--- src/rtl/alu_op_sequencer.sv ---
// alu_op_sequencer: issue stage in front of a combinational ALU.
// Accepts one decoded op over valid/ready and drives the ALU operand/op
// inputs. Multi-bit LSH/RSH run as repeated 1-bit ALU shifts, with each
// ALU result fed back as the next operand. The final result is returned
// downstream over valid/ready.
//
// Handshake: a transfer happens on a rising edge where valid and ready
// are both high; the producer holds valid and payload stable until that
// edge, and ready may depend on state but never on valid.
module alu_op_sequencer #(
  parameter int W  = 8,
  parameter int CW = 4
) (
  input  logic          Clk,
  input  logic          Reset,
  input  logic          in_valid,
  output logic          in_ready,
  input  logic [3:0]    in_op,
  input  logic [W-1:0]  in_a,
  input  logic [W-1:0]  in_b,
  input  logic [CW-1:0] in_cnt,
  output logic [3:0]    alu_op,
  output logic [W-1:0]  alu_a,
  output logic [W-1:0]  alu_b,
  input  logic [W-1:0]  alu_out,
  output logic          out_valid,
  input  logic          out_ready,
  output logic [W-1:0]  out_data,
  output logic          out_err,
  output logic          busy,
  output logic [1:0]    state_dbg
);

  localparam int RW = $clog2(W + 1);

  localparam logic [3:0] OP_LSH = 4'd1;
  localparam logic [3:0] OP_RSH = 4'd2;
  localparam logic [3:0] OP_CLR = 4'd7;
  localparam logic [3:0] OP_MAX = 4'd8;

  typedef enum logic [1:0] {
    S_IDLE  = 2'd0,
    S_EXEC  = 2'd1,
    S_SHIFT = 2'd2,
    S_DONE  = 2'd3
  } state_t;

  state_t         state_q, state_d;
  logic [3:0]     op_q, op_d;
  logic [W-1:0]   a_q, a_d;
  logic [W-1:0]   b_q, b_d;
  logic [W-1:0]   acc_q, acc_d;
  logic [RW-1:0]  rem_q, rem_d;
  logic [W-1:0]   out_data_q, out_data_d;
  logic           out_err_q, out_err_d;

  logic           accept;
  logic           in_illegal;
  logic           in_shift;
  logic           cnt_zero;
  logic [RW-1:0]  cnt_clamped;

  assign accept      = in_valid && (state_q == S_IDLE);
  assign in_illegal  = in_op > OP_MAX;
  assign in_shift    = (in_op == OP_LSH) || (in_op == OP_RSH);
  assign cnt_zero    = (in_cnt == '0);
  // Shifting by W or more always ends in the same place as W steps.
  assign cnt_clamped = (32'(in_cnt) > 32'(W)) ? RW'(W) : RW'(in_cnt);

  // State register; reset aborts any transaction in flight.
  always_ff @(posedge Clk or posedge Reset) begin
    if (Reset) state_q <= S_IDLE;
    else       state_q <= state_d;
  end

  // Next-state logic.
  always_comb begin
    state_d = state_q;
    case (state_q)
      S_IDLE: begin
        if (accept) begin
          if (in_illegal)                state_d = S_DONE;
          else if (in_shift && cnt_zero) state_d = S_DONE;
          else if (in_shift)             state_d = S_SHIFT;
          else                           state_d = S_EXEC;
        end
      end
      S_EXEC:  state_d = S_DONE;
      S_SHIFT: if (rem_q == RW'(1)) state_d = S_DONE;
      S_DONE:  if (out_ready) state_d = S_IDLE;
      default: state_d = S_IDLE;
    endcase
  end

  // Datapath registers: latched op/operands, shift accumulator, result.
  always_ff @(posedge Clk or posedge Reset) begin
    if (Reset) begin
      op_q       <= OP_CLR;
      a_q        <= '0;
      b_q        <= '0;
      acc_q      <= '0;
      rem_q      <= '0;
      out_data_q <= '0;
      out_err_q  <= 1'b0;
    end else begin
      op_q       <= op_d;
      a_q        <= a_d;
      b_q        <= b_d;
      acc_q      <= acc_d;
      rem_q      <= rem_d;
      out_data_q <= out_data_d;
      out_err_q  <= out_err_d;
    end
  end

  // Datapath next values; the error flag only changes on an accept.
  always_comb begin
    op_d       = op_q;
    a_d        = a_q;
    b_d        = b_q;
    acc_d      = acc_q;
    rem_d      = rem_q;
    out_data_d = out_data_q;
    out_err_d  = out_err_q;
    case (state_q)
      S_IDLE: begin
        if (accept) begin
          op_d = in_op;
          a_d  = in_a;
          b_d  = in_b;
          if (in_illegal) begin
            out_data_d = '0;
            out_err_d  = 1'b1;
          end else begin
            out_err_d = 1'b0;
            if (in_shift && cnt_zero) begin
              out_data_d = in_a;
            end else if (in_shift) begin
              acc_d = in_a;
              rem_d = cnt_clamped;
            end
          end
        end
      end
      S_EXEC: out_data_d = alu_out;
      S_SHIFT: begin
        acc_d = alu_out;
        rem_d = rem_q - RW'(1);
        if (rem_q == RW'(1)) out_data_d = alu_out;
      end
      default: ;
    endcase
  end

  // Outputs: the ALU sees CLR with zero operands unless an op is executing.
  always_comb begin
    alu_op    = OP_CLR;
    alu_a     = '0;
    alu_b     = '0;
    case (state_q)
      S_EXEC: begin
        alu_op = op_q;
        alu_a  = a_q;
        alu_b  = b_q;
      end
      S_SHIFT: begin
        alu_op = op_q;
        alu_a  = acc_q;
      end
      default: ;
    endcase
    in_ready  = (state_q == S_IDLE);
    out_valid = (state_q == S_DONE);
    busy      = (state_q != S_IDLE);
    state_dbg = state_q;
    out_data  = out_data_q;
    out_err   = out_err_q;
  end

endmodule

--- config.mk ---
export PLATFORM = sky130hd
export DESIGN_NAME = alu_op_sequencer
export DESIGN_NICKNAME = d
export VERILOG_FILES = /design/src/rtl/alu_op_sequencer.sv
export SDC_FILE = /design/constraint.sdc
export NUM_CORES = 1
export LEC_CHECK = 0
export ABC_AREA = 1
export CORE_MARGIN = 2
export CORE_UTILIZATION = 47
export CTS_BUF_LIST = sky130_fd_sc_hd__clkbuf_8 sky130_fd_sc_hd__clkbuf_16
export CTS_CLUSTER_SIZE = 28
export DETAILED_ROUTE_END_ITERATION = 16
export GPL_TIMING_DRIVEN = 0
export PLACE_DENSITY = 0.78
export RECOVER_POWER = 25
export SETUP_SLACK_MARGIN = 0.02
export SYNTH_ARGS = -nofsm -noshare
export SYNTH_HDL_FRONTEND = slang
export SYNTH_SLANG_ARGS = --single-unit
--- constraint.sdc ---
create_clock -name Clk -period 2.2 [get_ports Clk]
set_input_delay 0.66 -clock Clk [delete_from_list [all_inputs] [get_ports Clk]]
set_output_delay 0.66 -clock Clk [all_outputs]
set_load 0.02 [all_outputs]
# Word-level counts from Yosys, hierarchy flattened

Index checks and enable logic that the tools add are counted.

Register bits: 43
Latch bits: 0
Bits in writable memories: 0
Bits in read-only memories: 0
Input port bits: 36
Output and inout bits: 34
Logic and storage cells: 64
Memories kept: 0

$add $sub $neg: 1
$mul: 0
Divide/modulo/power cells: 0
Order comparisons: 2
Equal/unequal tests: 13
Shift operators: 0
Multiplexer cells: 27
Bitwise operators: 0
Reduce and logical (&&, ||, !) cells: 13

Operators by type and width:

| kind                  | count |
|---|---|
| $mux W8               | 9 |
| $pmux W8 S2           | 2 |
| $mux W4               | 6 |
| $pmux W8 S3           | 1 |
| $mux W2               | 6 |
| $eq A4 B1 Y1 const B  | 2 |
| $gt A4 B4 Y1 const B  | 2 |
| $pmux W2 S4           | 1 |
| $pmux W4 S2           | 1 |
| $ne A2 B1 Y1 const B  | 3 |
| $ne A2 B2 Y1 const B  | 3 |
| $reduce_and A5 Y1     | 1 |
| $eq A2 B2 Y1 const B  | 2 |
| $eq A4 B2 Y1 const B  | 1 |
| $logic_not A4 Y1      | 1 |
| $reduce_and A4 Y1     | 1 |
| $reduce_bool A2 Y1    | 2 |
| $sub A4 B1 Y4 const B | 1 |
| $ne A3 B1 Y1 const B  | 1 |
| $reduce_and A3 Y1     | 1 |
| $reduce_bool A3 Y1    | 1 |
| $eq A2 B1 Y1 const B  | 1 |
| $logic_and A1 B1 Y1   | 2 |
| $logic_not A2 Y1      | 1 |
| other kinds (4)       | 4 |

# Longest topological paths before layout

Gate-level depths: netlist (run 1).

Word-level depth: 7
Mapped depth: 9
Gate-level depth less buffers: 9

# Worst setup path after synthesis (run 1)

Ideal clock, no wire load.

Path type: register to output
Start point: reg state_q[0], in the netlist state_dbg[0]
End point: out alu_a[0]
Data arrival time: 1.659 ns
Data required time: 1.540 ns
Slack: -0.119 ns
Cell stages (with the launch flop): 7
Path buffers: 2
Path through: dfrtp_1 > inv_1 > ha_1 > buf_2 > inv_1 > clkbuf_1 > a21oi_1

Word-level cells in the longest chain between the ends: 2
Elaborated cells on any way between the ends: 3
Classes of those cells: 2 x eq/ne; 1 x mux

RTL lines:

| what                                                | RTL line | source |
|---|---|---|
| start, declared                                     | 48       | `state_t state_q, state_d;` |
| start signal, assigned                              | 73       | `else state_q <= state_d;` |
| $eq A2 B2 Y1 / $eq A2 B1 Y1 (equally long branches) | 160      | `case (state_q)` |
| $pmux W8 S2 *                                       | 160      |  |
| end, declared                                       | 23       | `output logic [W-1:0] alu_a,` |

Every way passes the cells marked *; elsewhere a longest branch is shown, timed or not.

# Worst setup path in the final report (run 1)

Start point: reg state_q[1], in the netlist state_dbg[1]
End point: out alu_op[1]

Word-level cells in the longest chain between the ends: 3
Elaborated cells on any way between the ends: 4
Classes of those cells: 2 x eq/ne; 1 x mux; 1 x reduce/logical

RTL lines:

| what                                                | RTL line | source |
|---|---|---|
| $eq A2 B1 Y1 / $eq A2 B2 Y1 (equally long branches) | 160      |  |
| $reduce_or A2 Y1 (no line) *                        | --       |  |
| $mux W4 *                                           | 160      |  |
| end, declared                                       | 22       | `output logic [3:0] alu_op,` |

Marked as above.

==> flow_metrics.tcl, run 1 <==
set metrics [dict create \
    synth.area.top_cells "dfrtp_1 40%, nand2_1 17%, nand3_1 5.5%" \
    setup_viol 12 \
    gp_congestion 0.764 \
    clkTransAtPathRegs_ps 90 \
    final_hold_viol_count 0 \
    layout.nets 465 \
    synthAdderAreaFrac_pct 3.96 \
    synth_top_family_by_area "simple AND/OR/NAND/NOR gates" \
    grt_pass1_vias 2347 \
    synthFlopType "dfrtp_1" \
    htreeDepth 2 \
    cts.hold.buffers_added 0 \
    cts_made_buffers 5 \
    drt-initial-drc-count 195 \
    period_share_pct 108 \
    io_buffers 69 \
    worstSetupPathType "flop to output pin" \
    worstRegToRegCells 6 \
    track_usage_pct 23.9 \
    synth_compound_area_share_pct 6.97 \
    antenna_left 0 \
    skew_ps 7.28 \
    yosys-top-cells-count "117 x nand2_1, 40 x dfrtp_1, 34 x inv_1" \
    drt-total-wl_mm 6.99 \
    worstSkewPairLatency_ps 300 \
    stdcell_area_sq_mm 0.00366 \
    synth_top_area_share_pct 39.6 \
    top_usage_layer "met2" \
    die-area_sq_mm 0.00599 \
    min_path_cells 2 \
    rsz0062_at_grt "yes" \
    start_util_pct 49.2 \
    grt_use_met1_pct 31.5 \
    powerDensity_mw_per_mm2 1600 \
    drc_errors 0 \
    arrival_ps 1730 \
    yosys.area.top_type "dfrtp_1" \
    area_growth_syn_to_layout_pct 44.5 \
    synth_fp_nets 373 \
    timing.fmax_mhz 419 \
    violations "negative setup slack" \
    clk_path_buf_depth 2 \
    wl_per_cell_um 14.2 \
    status "finished, violations left" \
    use_met2_pct 38.5 \
    dp_hpwl_mm 4.66 \
    yosys_warnings 0 \
    fin_ws_ps -186 \
    holdWs_ps 467 \
    n_antenna_cell 0 \
    cap_violations 0 \
    routed_via_density 5.21 \
    timing.final.max_slew_violations 0 \
    die_h_um 77.4 \
    p_total_uw 5830 \
    synth_edf_count 0 \
    syn_area_sq_mm 0.00253 \
    cts-root-buf "clkbuf_8" \
    io_pins 70 \
    final_util_pct 71.1 \
    cp-start-kind "flop" \
    firstDrtPassIters 5 \
    antenna_found_initial 0 \
    power_leakage_uw 0.00184 \
    rows 26 \
    seq_area_frac_synth_pct 42.7 \
    ys_seq_elements 43 \
    muxShareOfSynthArea_pct 4.01 \
    fillers 445 \
    ys_types 27 \
    num_vias 2562 \
    cts_tree "built" \
    clock-sinks 43 \
    grt_overflow 0 \
    yosys.area_share.simple_pct 33.7 \
    fp.dieW_um 77.4 \
    core_sq_mm 0.00514 \
    cp.required_ps 1540 \
    dpl_cell_area_sq_mm 0.00334 \
    grt_max_degree 44 \
    use_met3_pct 5.35 \
    synth_most_common_cell "nand2_1" \
    drive_gt1_share_pct 27.3 \
    grt_pass1_wl_mm 11.3 \
    worst_pin_slew_ps 910 \
    avgSynthCellArea_sq_um 7.69 \
    synthCells 329 \
    period_needed_ps 2390 \
    hold_path_class "flop to flop" \
    end_kind "output pin" \
    peakVddDrop_v 0.00106 \
    synth_xor_area_share_pct 0.346 \
    async_flop_share_pct 100 \
    cp_max_fo 5 \
    max_slew_margin_pct 39.3 \
]
-- worst max-delay path: stages, from the launching register on --
cell and delay, ps:
dfrtp_2 400, inv_4 50, ha_4 290, clkinvlp_4 150, buf_8 180, or2_4 230
buf_6 130
-- kinds of logic (layout without fill, tap and decap cells) --
family	count (synthesis)	count (layout)
simple gates	185	185
flops	43	43
mux	9	9
compound gates	34	34
buf+inv	49	142
fa+ha+maj	8	8
xor+xnor	1	1
-- path summary, 6_finish.rpt --
path                                      to         start  slack, ps
worst max-delay path               alu_op[1]  state_dbg[1]       -190
worst min-delay path                 op_q[1]       op_q[1]        470
worst max register to register        b_q[2]  state_dbg[0]        410
worst min register to register       op_q[1]       op_q[1]        470
max in group asynchronous       state_dbg[1]         Reset        570
min in group asynchronous        out_data[2]         Reset       1020
-- final cells by class --
type	count	area (sq um)	area share (%)
multi-input combinational	237	1340	36.6
tap	70	87.6	2.40
sequential	43	1080	29.6
buffer	11	109	2.98
clock buffer	5	68.8	1.88
clock inverter	3	16.3	0.445
timing repair buffer	88	816	22.3
inverter	35	140	3.83
-- metal layers --
layer / wire length [um] / up-vias
li1: - / 1217
met1: 2870 / 1203
met2: 3420 / 129
met3: 568 / 13
met4: 129 / 0
met5: 0 / -
-- power breakdown --
group | internal, uW | switching [uW]
sequential | 1190 | 234
clock | 218 | 288
combinational | 1810 | 2090
-- state kept, by name (all words and copies together) (netlist names) --
register	flops
b_q	8
acc_q	8
out_data	8
op_q	4
state_dbg	2
out_err	1
a_q	8
rem_q	4
-- repair_timing --
item / in CTS / in global routing
gates resized for setup: 128 / 23
pin swaps: 0 / 2
hold endpoints to repair: 0 / 0
gates cloned: 2 / 2
setup buffers: 11 / 5
endpoints found under the setup margin: 22 / 21
-- through the flow --
stage               setup slack, ps  TNS [ps]  cells
detailed placement             -664    -10540    468
floorplan                     -40.3     -80.5    329
CTS                            -257     -2090    487
global route                   -225     -1950    492
finish                         -186     -1370    492
global placement               -625    -24380    468
-- layout by cell type (no fill, tap or decap), types with 5 or more instances in the layout --
cell type and count:
o21ai_0 22, clkdlybuf4s50_1 44, mux2_2 9, buf_6 11, buf_2 7, ha_1 5
nand2_2 14, nand3_1 28, nor2_1 12, nand2_1 116, inv_1 30, a21oi_2 7
clkbuf_8 6, buf_4 23, dfrtp_1 38
No activity file was read; power rests on OpenSTA's default activity.
==> run 2: changes to the inputs <==
CORE_UTILIZATION = 48   (was 47)
PLACE_DENSITY = 0.8   (was 0.78)
==> flow_metrics.tcl, run 2 (synthesis gave the netlist of run 1 again) <==
set metrics [dict create \
    layout.cells.most_common "nand2_1" \
    cap_violations 0 \
    timing.fmax_mhz 443 \
    drive_gt1_share_pct 29.6 \
    antenna_found_initial 0 \
    start_util_pct 49.5 \
    core_sq_mm 0.00511 \
    tns_ps -486 \
    cts_made_buffers 5 \
    period_needed_ps 2250 \
    stdcell_area_sq_mm 0.00378 \
    wl_per_cell_um 15.1 \
    fp.dieW_um 76.6 \
    worstSetupPathType "flop to output pin" \
    drt-initial-drc-count 141 \
    grt_pass1_vias 2645 \
    io_buffers 69 \
    worst_pin_slew_ps 888 \
    status "finished, violations left" \
    die_h_um 76.6 \
    n_antenna_cell 0 \
    peakVddDrop_v 0.00112 \
    rows 26 \
    cp-start-kind "flop" \
    period_share_pct 102 \
    die-area_sq_mm 0.00587 \
    clock-sinks 43 \
    cp.required_ps 1540 \
    clk_path_buf_depth 2 \
    power_leakage_uw 0.00188 \
    htreeDepth 2 \
    dpl_cell_area_sq_mm 0.00334 \
    routed_via_density 5.18 \
    rsz0062_at_grt "yes" \
    firstDrtPassIters 5 \
    arrival_ps 1590 \
    skew_ps 6.39 \
    violations "negative setup slack" \
    cts_tree "built" \
    track_usage_pct 26.0 \
    antenna_left 0 \
    layout.nets 459 \
    num_vias 2513 \
    grt_pass1_wl_mm 12.0 \
    final_cell_mix "102 x nand2_1, 43 x clkdlybuf4s50_1, 38 x dfrtp_1, 28 x nand3_1, 27 x inv_1" \
    drc_errors 0 \
    dp_hpwl_mm 4.76 \
    fin_ws_ps -54.9 \
    worstSkewPairLatency_ps 290 \
    grt_overflow 0 \
    end_kind "output pin" \
    clkTransAtPathRegs_ps 70 \
    io_pins 70 \
    drt-total-wl_mm 7.33 \
    final_util_pct 74.1 \
    gp_congestion 0.802 \
    powerDensity_mw_per_mm2 1590 \
    cp_max_fo 6 \
    max_slew_margin_pct 40.7 \
    setup_viol 12 \
    cts-root-buf "clkbuf_8" \
    area_growth_syn_to_layout_pct 49.6 \
    hold_path_class "flop to flop" \
    grt_max_degree 44 \
    final_hold_viol_count 0 \
    timing.final.max_slew_violations 0 \
]
[run 2: cell count changes in the layout (fill, tap and decap cells not counted), moves of 4 or more]
cell,change
nand2_2,+10
nand2_4,+4
buf_4,-15
buf_2,-5
nand2_1,-14
buf_6,+12
[run 2: power by group]
| group | internal [uW] | total, uW | switching (uW) |
|---|---|---|---|
| Clock | 328 | 590 | 262 |
| Sequential | 1190 | 1470 | 276 |
| Combinational | 1830 | 3960 | 2140 |
[run 2: stage by stage]
step                      total power, uW  setup WS, ps  hold slack, ps  cells
after floorplan                      3440         -40.3             440    329
after global placement               4430          -627             452    468
after detailed placement             4530          -672             456    468
after CTS                            5820          -116             470    486
after global routing                 6440          -116             482    485
final                                6020         -54.9             470    485
[run 2: final cells by class]
class	instances	area [sq um]
Sequential cell	43	1080
Clock buffer	5	68.8
Inverter	35	139
Clock inverter	2	33.8
Timing Repair Buffer	83	875
Tap cell	70	87.6
Multi-Input combinational cell	237	1410
Buffer	10	91.3
Fill cell	401	1320
[run 2: worst paths after layout]
path | start | end | slack [ps] | cells past startpoint
setup reg to reg | state_dbg[0] | a_q[7] | 490 | 5
hold reg to reg | op_q[0] | op_q[0] | 470 | 2
max in group asynchronous | Reset | state_dbg[0] | 570 | 2
min in group asynchronous | Reset | out_data[7] | 1010 | 2
hold / removal | op_q[0] | op_q[0] | 470 | 2
setup / recovery | state_dbg[1] | alu_a[0] | -50 | 7
[run 2: timing repair]
action,4_1_cts,5_1_grt
pin swaps,10,7
cloned,3,0
gates resized for setup,150,40
setup buffers,9,2
hold buffers,0,0
endpoints found under the setup margin,22,22
[run 2: routing by layer]
| layer | wire [um] | GRT usage, % | part of all wire (%) |
|---|---|---|---|
| met1 | 2930 | 29.9 | 40 |
| met4 | 250 | 11.6 | 3.4 |
| met2 | 3760 | 46.8 | 51 |
| met3 | 387 | 4.74 | 5.3 |
| met5 | 0 | 0 | 0 |
[run 2: critical path, cell delays in order (launching register included)]
cell,delay [ps]
dfrtp_2,440
inv_4,90
buf_6,100
ha_4,200
buf_8,150
nand2_1,70
a21oi_2,130
buf_6,130
==> run 3: changes to the inputs <==
MAX_ROUTING_LAYER = met4   (was default)
==> flow_metrics.tcl, run 3 (synthesis gave the netlist of run 1 again) <==
set metrics [dict create \
    violations "negative setup slack" \
    cp-start-kind "flop" \
    cp_top_family "buffers and inverters" \
    track_usage_pct 25.2 \
    cts_tree "built" \
    die_h_um 76.6 \
    top_layer "met4" \
    n_antenna_cell 0 \
    layout.cells.most_common "nand2_1" \
    pre_cts_ws_ps -663 \
    dr_wl_met2_mm 3.60 \
    slowest_delay_ps 410 \
    end_kind "output pin" \
    grt_pass1_wl_mm 11.5 \
    drt-initial-drc-count 240 \
    worstSkewPairLatency_ps 300 \
    rows 26 \
    drt-met1-wl_mm 3.01 \
    area_growth_syn_to_layout_pct 46.8 \
    dpl_cell_area_sq_mm 0.00334 \
    hold_path_class "flop to flop" \
    skew_ps 3.33 \
    cp_max_fo 4 \
    status "finished, violations left" \
    crit_slowest_cell "dfrtp_2" \
    arrival_ps 1610 \
    rr_endpoint "out_data[5]" \
    drt-total-wl_mm 7.16 \
    layout.nets 460 \
    cts.hold.buffers_added 0 \
    final_util_pct 72.7 \
    critical_path.startpoint "state_dbg[0]" \
    setup_viol 8 \
    max_slew_margin_pct 40.2 \
    antenna_left 0 \
    clock-sinks 43 \
    clkTransAtPathRegs_ps 90 \
    dp_hpwl_mm 4.68 \
    io_pins 70 \
    io_buffers 69 \
    cts-root-buf "clkbuf_8" \
    die-area_sq_mm 0.00587 \
    cts_made_buffers 5 \
    timing.fmax_mhz 441 \
    stdcell_area_sq_mm 0.00371 \
    worst_pin_slew_ps 895 \
    rsz0062_at_grt "yes" \
    fp.dieW_um 76.6 \
    gp_congestion 0.810 \
    cp.required_ps 1540 \
    start_util_pct 49.5 \
    wl_per_cell_um 14.7 \
    worstSetupPathType "flop to output pin" \
    worstRegToRegCells 11 \
    path_buf_inv 5 \
    worstSetupEndpoint "alu_a[4]" \
    num_vias 2473 \
    timing.final.max_slew_violations 0 \
    period_needed_ps 2270 \
    drc_errors 0 \
    crit_chain "inv_4, ha_4, inv_6, buf_8, buf_12, a21oi_4, buf_6" \
    power_leakage_uw 0.00185 \
    routed_via_density 5.08 \
    dr_wl_met3_um 470 \
    cp.depth 7 \
    grt_max_degree 44 \
    powerDensity_mw_per_mm2 1610 \
    r2r-start "state_dbg[1]" \
    grt_overflow 0 \
    peakVddDrop_v 0.00112 \
    p_total_uw 5970 \
    fin_ws_ps -68.7 \
    r2r_slack_ps 180 \
    final_cell_mix "109 x nand2_1, 45 x clkdlybuf4s50_1, 38 x dfrtp_1, 28 x nand3_1, 27 x inv_1" \
    firstDrtPassIters 4 \
    core_sq_mm 0.00511 \
    clk_path_buf_depth 2 \
    tns_ps -359 \
    cap_violations 0 \
    drive_gt1_share_pct 28.5 \
    antenna_found_initial 0 \
    htreeDepth 2 \
    period_share_pct 103 \
    grt_pass1_vias 2417 \
    final_hold_viol_count 0 \
]
## run 3: area by class of cell
class / instances / area [sq um]
clock inverters: 3 / 43.8
repair buffers: 84 / 842
flip-flops and latches: 43 / 1080
multi-input cells: 237 / 1360
inverters: 35 / 141
fillers: 393 / 1390
clock buffers: 5 / 68.8
well taps: 70 / 87.6
plain buffers: 10 / 92.6
## run 3: worst register-to-register path: stages (launching register included)
cell and delay, ps:
dfrtp_2 430, buf_4 160, ha_4 170, clkbuf_16 160, buf_4 140, buf_4 170, nand2_2 90, nand2_2 80
nor2_4 290, nand2_8 120, nand2_2 70, nand2_1 50
## run 3: timing repair
| action | CTS | global route |
|---|---|---|
| pin swaps | 2 | 5 |
| endpoints found under the setup margin | 22 | 22 |
| gates cloned | 1 | 1 |
| gates resized for setup | 121 | 42 |
| buffers inserted | 6 | 7 |
## run 3: routing by layer
metal | GRT usage, % | vias up
li1 | - | 1204
met1 | 32.1 | 1166
met2 | 42.7 | 92
met3 | 3.79 | 11
met4 | 6.00 | 0
met5 | - | -
## run 3: metrics by stage
| stage | hold slack [ps] | cells |
|---|---|---|
| after floorplan | 440 | 329 |
| after global placement | 452 | 468 |
| after detailed placement | 453 | 468 |
| after CTS | 467 | 482 |
| after global routing | 482 | 487 |
| final | 467 | 487 |
## run 3: where the power goes
group	switching [uW]	internal (uW)	total, uW
Clock	293	338	631
Combinational	2100	1800	3900
Sequential	244	1190	1440
## run 3: worst min path at each step
stage	from	endpoint	slack [ps]	cells after the start
after CTS	op_q[0]	op_q[0]	470	2
after detailed placement	op_q[1]	op_q[1]	450	2
final	op_q[1]	op_q[1]	470	2
after global placement	op_q[0]	op_q[0]	450	2
after floorplan	op_q[0]	op_q[0]	440	2
after global routing	op_q[1]	op_q[1]	480	2
